**src/rtl/wrp_pkg.sv**
```systemverilog
// Shared defaults for the wrapper-side FIFOs (input and return path).
package wrp_pkg;

  localparam int unsigned WRP_WIDTH        = 64;
  localparam int unsigned WRP_DEPTH        = 32;
  localparam int unsigned WRP_AVAIL_THRESH = WRP_DEPTH / 2;

  // Fill counter needs one extra bit to represent the full state (0..depth).
  function automatic int unsigned cnt_width(input int unsigned depth);
    return $clog2(depth) + 1;
  endfunction

endpackage

```
**src/rtl/wrp_dout_sdpram.sv**
```systemverilog
// Simple dual-port distributed RAM: synchronous write, asynchronous read. Contents not reset.
module wrp_dout_sdpram #(
  parameter int unsigned WIDTH = 64,
  parameter int unsigned DEPTH = 32
) (
  input  logic                     clk,
  input  logic                     we,
  input  logic [$clog2(DEPTH)-1:0] waddr,
  input  logic [WIDTH-1:0]         wdata,
  input  logic [$clog2(DEPTH)-1:0] raddr,
  output logic [WIDTH-1:0]         rdata
);

  logic [WIDTH-1:0] mem [DEPTH];

  always_ff @(posedge clk) begin
    if (we) begin
      mem[waddr] <= wdata;
    end
  end

  assign rdata = mem[raddr];

endmodule

```
**src/rtl/wrp_dout_sfifo.sv**
```systemverilog
// Return-path FIFO: accepts AXI-stream beats and presents them to the wrapper via pop/valid.
module wrp_dout_sfifo
  import wrp_pkg::*;
#(
  parameter int unsigned WIDTH        = WRP_WIDTH,
  parameter int unsigned DEPTH        = WRP_DEPTH,
  parameter int unsigned AVAIL_THRESH = WRP_AVAIL_THRESH
) (
  input  logic                          clk,
  input  logic                          srst,
  input  logic                          axi_vld,
  input  logic [WIDTH-1:0]              axi_dat,
  output logic                          axi_rdy,
  output logic                          wrp_avail,
  input  logic                          wrp_re,
  output logic                          wrp_rvld,
  output logic [WIDTH-1:0]              wrp_rd,
  output logic [cnt_width(DEPTH)-1:0]   wrp_cnt,
  output logic                          wrp_udf
);

  localparam int unsigned AW = $clog2(DEPTH);
  localparam int unsigned CW = cnt_width(DEPTH);

  logic [AW-1:0]    wptr;
  logic [AW-1:0]    rptr;
  logic [CW-1:0]    cnt_nxt;
  logic [WIDTH-1:0] ram_rdata;
  logic             wr;
  logic             rd;
  logic             empty;

  assign empty = (wrp_cnt == '0);
  assign wr    = axi_vld & axi_rdy;
  assign rd    = wrp_re & ~empty;

  always_comb begin
    cnt_nxt = wrp_cnt + CW'(wr) - CW'(rd);
  end

  wrp_dout_sdpram #(
    .WIDTH (WIDTH),
    .DEPTH (DEPTH)
  ) u_ram (
    .clk   (clk),
    .we    (wr),
    .waddr (wptr),
    .wdata (axi_dat),
    .raddr (rptr),
    .rdata (ram_rdata)
  );

  // Flags are registered from the next count so they line up with wrp_cnt.
  always_ff @(posedge clk or posedge srst) begin
    if (srst) begin
      wptr      <= '0;
      rptr      <= '0;
      wrp_cnt   <= '0;
      axi_rdy   <= 1'b0;
      wrp_avail <= 1'b0;
      wrp_rvld  <= 1'b0;
      wrp_rd    <= '0;
      wrp_udf   <= 1'b0;
    end else begin
      if (wr) begin
        wptr <= wptr + AW'(1);
      end
      if (rd) begin
        rptr   <= rptr + AW'(1);
        wrp_rd <= ram_rdata;
      end
      wrp_rvld  <= rd;
      wrp_cnt   <= cnt_nxt;
      axi_rdy   <= (cnt_nxt < CW'(DEPTH));
      wrp_avail <= (cnt_nxt >= CW'(AVAIL_THRESH));
      if (wrp_re && empty) begin
        wrp_udf <= 1'b1;
      end
    end
  end

endmodule

```
**config.mk**
```make
export PLATFORM = sky130hd
export DESIGN_NAME = wrp_dout_sfifo
export DESIGN_NICKNAME = d
export VERILOG_FILES = /design/src/rtl/wrp_pkg.sv /design/src/rtl/wrp_dout_sdpram.sv /design/src/rtl/wrp_dout_sfifo.sv
export SDC_FILE = /design/constraint.sdc
export NUM_CORES = 2
export LEC_CHECK = 0
export BUFFER_PORTS_ARGS = -buffer_cell sky130_fd_sc_hd__buf_2
export CORE_MARGIN = 3
export CORE_UTILIZATION = 25
export CTS_BUF_LIST = sky130_fd_sc_hd__clkbuf_8
export CTS_CLUSTER_SIZE = 14
export DETAILED_ROUTE_END_ITERATION = 16
export SLEW_MARGIN = 10
export SYNTH_ARGS = -nofsm -noshare
export SYNTH_HDL_FRONTEND = slang
export SYNTH_SLANG_ARGS = --single-unit
```
**constraint.sdc**
```tcl
create_clock -name clk -period 12.75 [get_ports clk]
set_clock_uncertainty 0.05 [all_clocks]
set_input_delay 1.275 -clock clk [delete_from_list [all_inputs] [get_ports clk]]
set_output_delay 1.275 -clock clk [all_outputs]
set_load 0.02 [all_outputs]
```
; Word-level counts from Yosys, hierarchy flattened
; Memories as Yosys holds them, arrays and structs flattened. A register that Yosys moved wholly into a read port is not among the register bits.
; Cells that the tools add are included.
[op_classes]
addsub = 4
magnitude_cmp = 2
muxes = 2
bitwise = 3
reduce_logical = 2
[ops]
columns = cell, n
row1 = 5-bit by 1-bit adder with 5-bit output (second input constant), 2
row2 = 6-bit by 1-bit adder with 6-bit output, 1
row3 = 6-bit by 5-bit greater-or-equal comparator with 1-bit output (second input constant), 1
row4 = 6-bit logical NOT, 1
row5 = 6-bit < comparator (second input constant), 1
row6 = 6-bit by 1-bit subtractor with 6-bit output, 1
row7 = 1-bit AND, 2
row8 = 1-bit 2-to-1 mux, 2
row9 = 1-bit logical AND, 1
row10 = 1-bit inverter, 1
[word_totals]
register_bits = 20
mem_bits_rw = 2048
inputBits = 68
output_inout_bits = 74
elab_cells = 21
n_memories = 1
[mem_list]
columns = name, depth, width, rd, rd_ports_with_merged_regs, write_ports, line_no
row1 = u_ram.mem, 32, 64, 1, 1, 1, wrp_dout_sdpram.sv:14  ; logic [WIDTH-1:0] mem [DEPTH];

; Depth between registers and ports, before layout
[depth]
depth_word = 5
depth_mapped = 16
ltp_nobuf = 14

; Cells and area by module
; A second synthesis with hierarchy kept.
[unflattened]
hier_cells = 3382
area_unflattened_um2 = 81013.9
[by_module_without_submodules]
columns = module, instances, cells_per_inst, area_each_um2, seq_area_each_um2
row1 = wrp_dout_sdpram, 1, 3033, 77683.3, 61499.0
row2 = wrp_dout_sfifo, 1, 349, 3330.7, 2102.0

; Worst setup path before layout
; No wires, ideal clock.
[synth_timing]
path_kind = input-to-reg
start = input port axi_vld
end = memory u_ram.mem[31][0] (enable)
setup_ns = 0.487
t_arrival_ns = 4.650
required_time_ns = 12.213
setup_slack_ns = 7.563
cell_stages = 5
n_path_buf = 2
cell_sequence = and2_1 > clkbuf_1 > nand2_1 > clkbuf_1 > nor2_1
[synth_via]
elab_chain_len = 3
[synth_lines]
columns = item, line_no
row1 = from (decl), wrp_dout_sfifo.sv:11  ; input logic axi_vld,
row2 = 1-bit AND, wrp_dout_sfifo.sv:34  ; assign wr = axi_vld & axi_rdy;
row3 = 1-bit 2-to-1 mux, wrp_dout_sdpram.sv:17  ; if (we) begin
row4 = 1-bit 2-to-1 mux (implied by the code), wrp_dout_sdpram.sv:18  ; mem[waddr] <= wdata;
row5 = to (decl), wrp_dout_sdpram.sv:14
; Every way passes these cells.

==> flow_summary_export.csv <==
group,metric,value,unit
final_layout,regArea,63620,sq um
sta,setup_violations,0,
synthesis,ys_seq_area_frac,0.7806,
die,initial_core_util,0.2525,
placed_design,portBuffers,141,
setup_path,crit_path_end_kind,"register",
pwr,p_per_area,203.7,nW/um^2
routing,drcViolationCount,0,
global_routing,antenna_found_initial,56,
synthesis,synthArstFlopShare,0.03940,
sta,finalSetupTns,0,ns
setup_path,critPathArrivalTime,5.40,ns
routing,wirelength,208.9,mm
final_layout,fin_nets,4198,
setup_path,required,13.58,ns
setup_path,r2r-start,"rptr[1]",
clock_tree,path_clk_slew,0.06,ns
routing,wl_per_cell,23.99,um
sta,fin_ws,8.178,ns
final_layout,multi_input_area,16910,sq um
routing,ant_nets,0,
clock_tree,cts_tree,"yes",
sta,hold_viol_final,0,
clock_tree,cts_setup_buffers,0,
clock_tree,cts-root-buf,"clkbuf_8",
global_routing,grt_first_pass_wirelength,300.1,mm
synthesis,ys.flop_type,"edfxtp_1",
synthesis,post_synth_num_cell_types,47,
hold_path,hp-class,"register to register",
pwr,p_int,13.14,mW
sta,slew_violations,0,
final_layout,syn2layout_area_growth,15.21,%
placed_design,place.gp.congestion,0.7293,
final_layout,drive_above_1_share,0.2547,
routing,vias,39920,
clock_tree,htree_levels,5,
pwr,total_power,19.12,mW
routing,drtIter0Drc,3716,
routing,drt_pass1_iterations,5,
pwr,switching_power,5.979,mW
synthesis,syn-num-nets,3850,
setup_path,path_class,"register to register",
setup_path,cp-start-kind,"register",
clock_tree,cts_buffer_depth,4,
run,cap_viol_max_count,0,
final_layout,mostFrequentLayoutCells,"2048 x edfxtp_1, 376 x clkbuf_8, 373 x mux4_2, 364 x mux2i_1, 153 x inv_1",
sta,fin_crit_sh,0.3586,
synthesis,postSynthAreaPerCell,21.62,sq um
clock_tree,hold_buffers,0,
pwr,combPwrFrac,0.266,
die,die_x,576.9,um
pwr,cellLeakagePower,29.98,nW
run_status,status,"completed",
clock_tree,cts_resized,0,
global_routing,first_global_vias,41200,
clock_tree,cts.sinks,2132,
setup_path,worstSetupStartpoint,"rptr[1]",
setup_path,crit_fanout,137,
synthesis,ys_ff_latch,2132,
setup_path,rr_worst_depth,7,
sta,rsz0062_at_grt,"false",
placed_design,post-place-ws,7.794,ns
die,core,322700,sq um
hold_path,hold-path-endpoint,"wrp_udf",
pwr,p_clk_frac,0.293,
global_routing,track_usage,0.1223,
final_layout,fillers,31500,
routing,vias_per_cell,4.584,
synthesis,synth.yosys.warnings,0,
clock_tree,cts_buffers,348,
sta,tightest_slew,1.225,ns
hold_path,min-delay-start,"wrp_udf",
final_layout,final_common_cell,"edfxtp_1",
pwr,pwr-share-seq,0.440,
die,io_pins,142,
global_routing,overflow,0,
clock_tree,insertion_delay,0.96,ns
setup_path,r2r_setup_slack,8.18,ns
pwr,swShare,0.3127,
sta,fmax,218.7,MHz
setup_path,r2r-end,"wrp_rd[42]",
sta,finalCriticalPeriod,4.572,ns
synthesis,synthesis.instances,3768,
placed_design,hpwlAfterDp,113.9,mm
die,core.rowCount,208,
global_routing,grt_max_degree,158,
final_layout,post-route-util,0.2909,
die,die_area,332800,sq um
pwr,vdd_drop_max,0.2340,mV
hold_path,whs_path_depth,1,
sta,slew_headroom,0.1833,
synthesis,synth-edff-count,2048,
synthesis,synth_area,81470,sq um
die,die_h,576.9,um
metal layers:
metal  track usage  up-vias  share of wire
met2        0.1982     1457           0.48
met5             0        -        0.00035
met4       0.03285       12          0.024
met3       0.02438      380          0.061
met1        0.1671    21500           0.43
li1              -    16570              -
power groups by stage:
stage | Sequential, mW | Combinational, mW | Clock [mW]
after global routing | 8.46 | 5.45 | 6.07
after floorplan | 8.44 | 3.62 | 0
after CTS | 8.43 | 5.19 | 5.75
after global placement | 8.56 | 5.17 | 0
after detailed placement | 8.57 | 5.18 | 0
final | 8.42 | 5.09 | 5.61
state kept, by name, summed over array words and instances (netlist names):
signal	cells
u_ram.mem	2048
wrp_rd	64
wrp_cnt	6
rptr	5
wptr	5
axi_rdy	1
wrp_avail	1
wrp_rvld	1
wrp_udf	1
synthesized netlist by cell type, types with 11 or more instances:
cell type  number  share of area
dfrtp_1        84          0.026
edfxtp_1     2048           0.75
clkbuf_1       86         0.0040
nor2_1         61         0.0028
o22ai_1        23         0.0018
a221oi_1       70         0.0075
nand2_1       111         0.0051
mux4_2        373           0.10
buf_6          12         0.0017
a41oi_1        12         0.0013
inv_1          14        0.00064
o21ai_0        51         0.0031
mux2i_1       364          0.045
buf_4          40         0.0037
nor2b_1        11        0.00084
a31oi_1        22         0.0017
a22o_1         71         0.0076
a22oi_1        34         0.0031
nand4_1        24         0.0018
buf_2          72         0.0044
a21oi_1        25         0.0015
mux2_2         44         0.0061
o211ai_1       22         0.0020
o221ai_1       19         0.0020
ha_1           13         0.0020
cell type report:
cell class / count / share of cell area
sequential: 2132 / 0.6778
multi-input combinational: 1400 / 0.1802
tap: 4305 / 0.05738
clock buffer: 376 / 0.05513
clock inverter: 251 / 0.01437
timing repair buffer: 219 / 0.01429
inverter: 15 / 0.0006531
antenna: 9 / 0.0002399
kinds of logic after synthesis:
family | count (synthesis) | share of synthesized area
flip-flops | 2132 | 0.7806
multiplexers | 786 | 0.1555
AO/OA/AOI/OAI | 361 | 0.03273
buffers and inverters | 236 | 0.01540
AND/OR/NAND/NOR | 229 | 0.01239
adder cells (fa/ha/maj) | 14 | 0.002242
XOR/XNOR | 10 | 0.001075
worst max-delay path by stage:
stage | cells past startpoint | end
2_1_floorplan | 5 | u_ram.mem[31][0]
3_3_place_gp | 5 | u_ram.mem[26][31]
3_5_place_dp | 6 | u_ram.mem[23][35]
4_1_cts | 6 | wrp_rd[16]
5_1_grt | 7 | wrp_rd[42]
6_report | 7 | wrp_rd[42]
through the flow:
step           std cells  hold WS (ns)  area, sq um
2_1_floorplan       3768        0.5154        81470
3_3_place_gp        8071        0.3848        87320
3_5_place_dp        8071        0.3974        87320
4_1_cts             8698        0.3704        93850
5_1_grt             8702        0.3945        93860
6_report            8707        0.4123        93870
critical path, stage by stage (launching register included):
cell and delay, ns:
dfrtp_4 0.95, buf_12 0.64, buf_12 0.52, nand3_1 0.72, o221ai_1 0.58, a21oi_1 0.09
a21oi_1 0.15, a22o_1 0.15
Note: power is estimated with default switching activity, not from simulation.
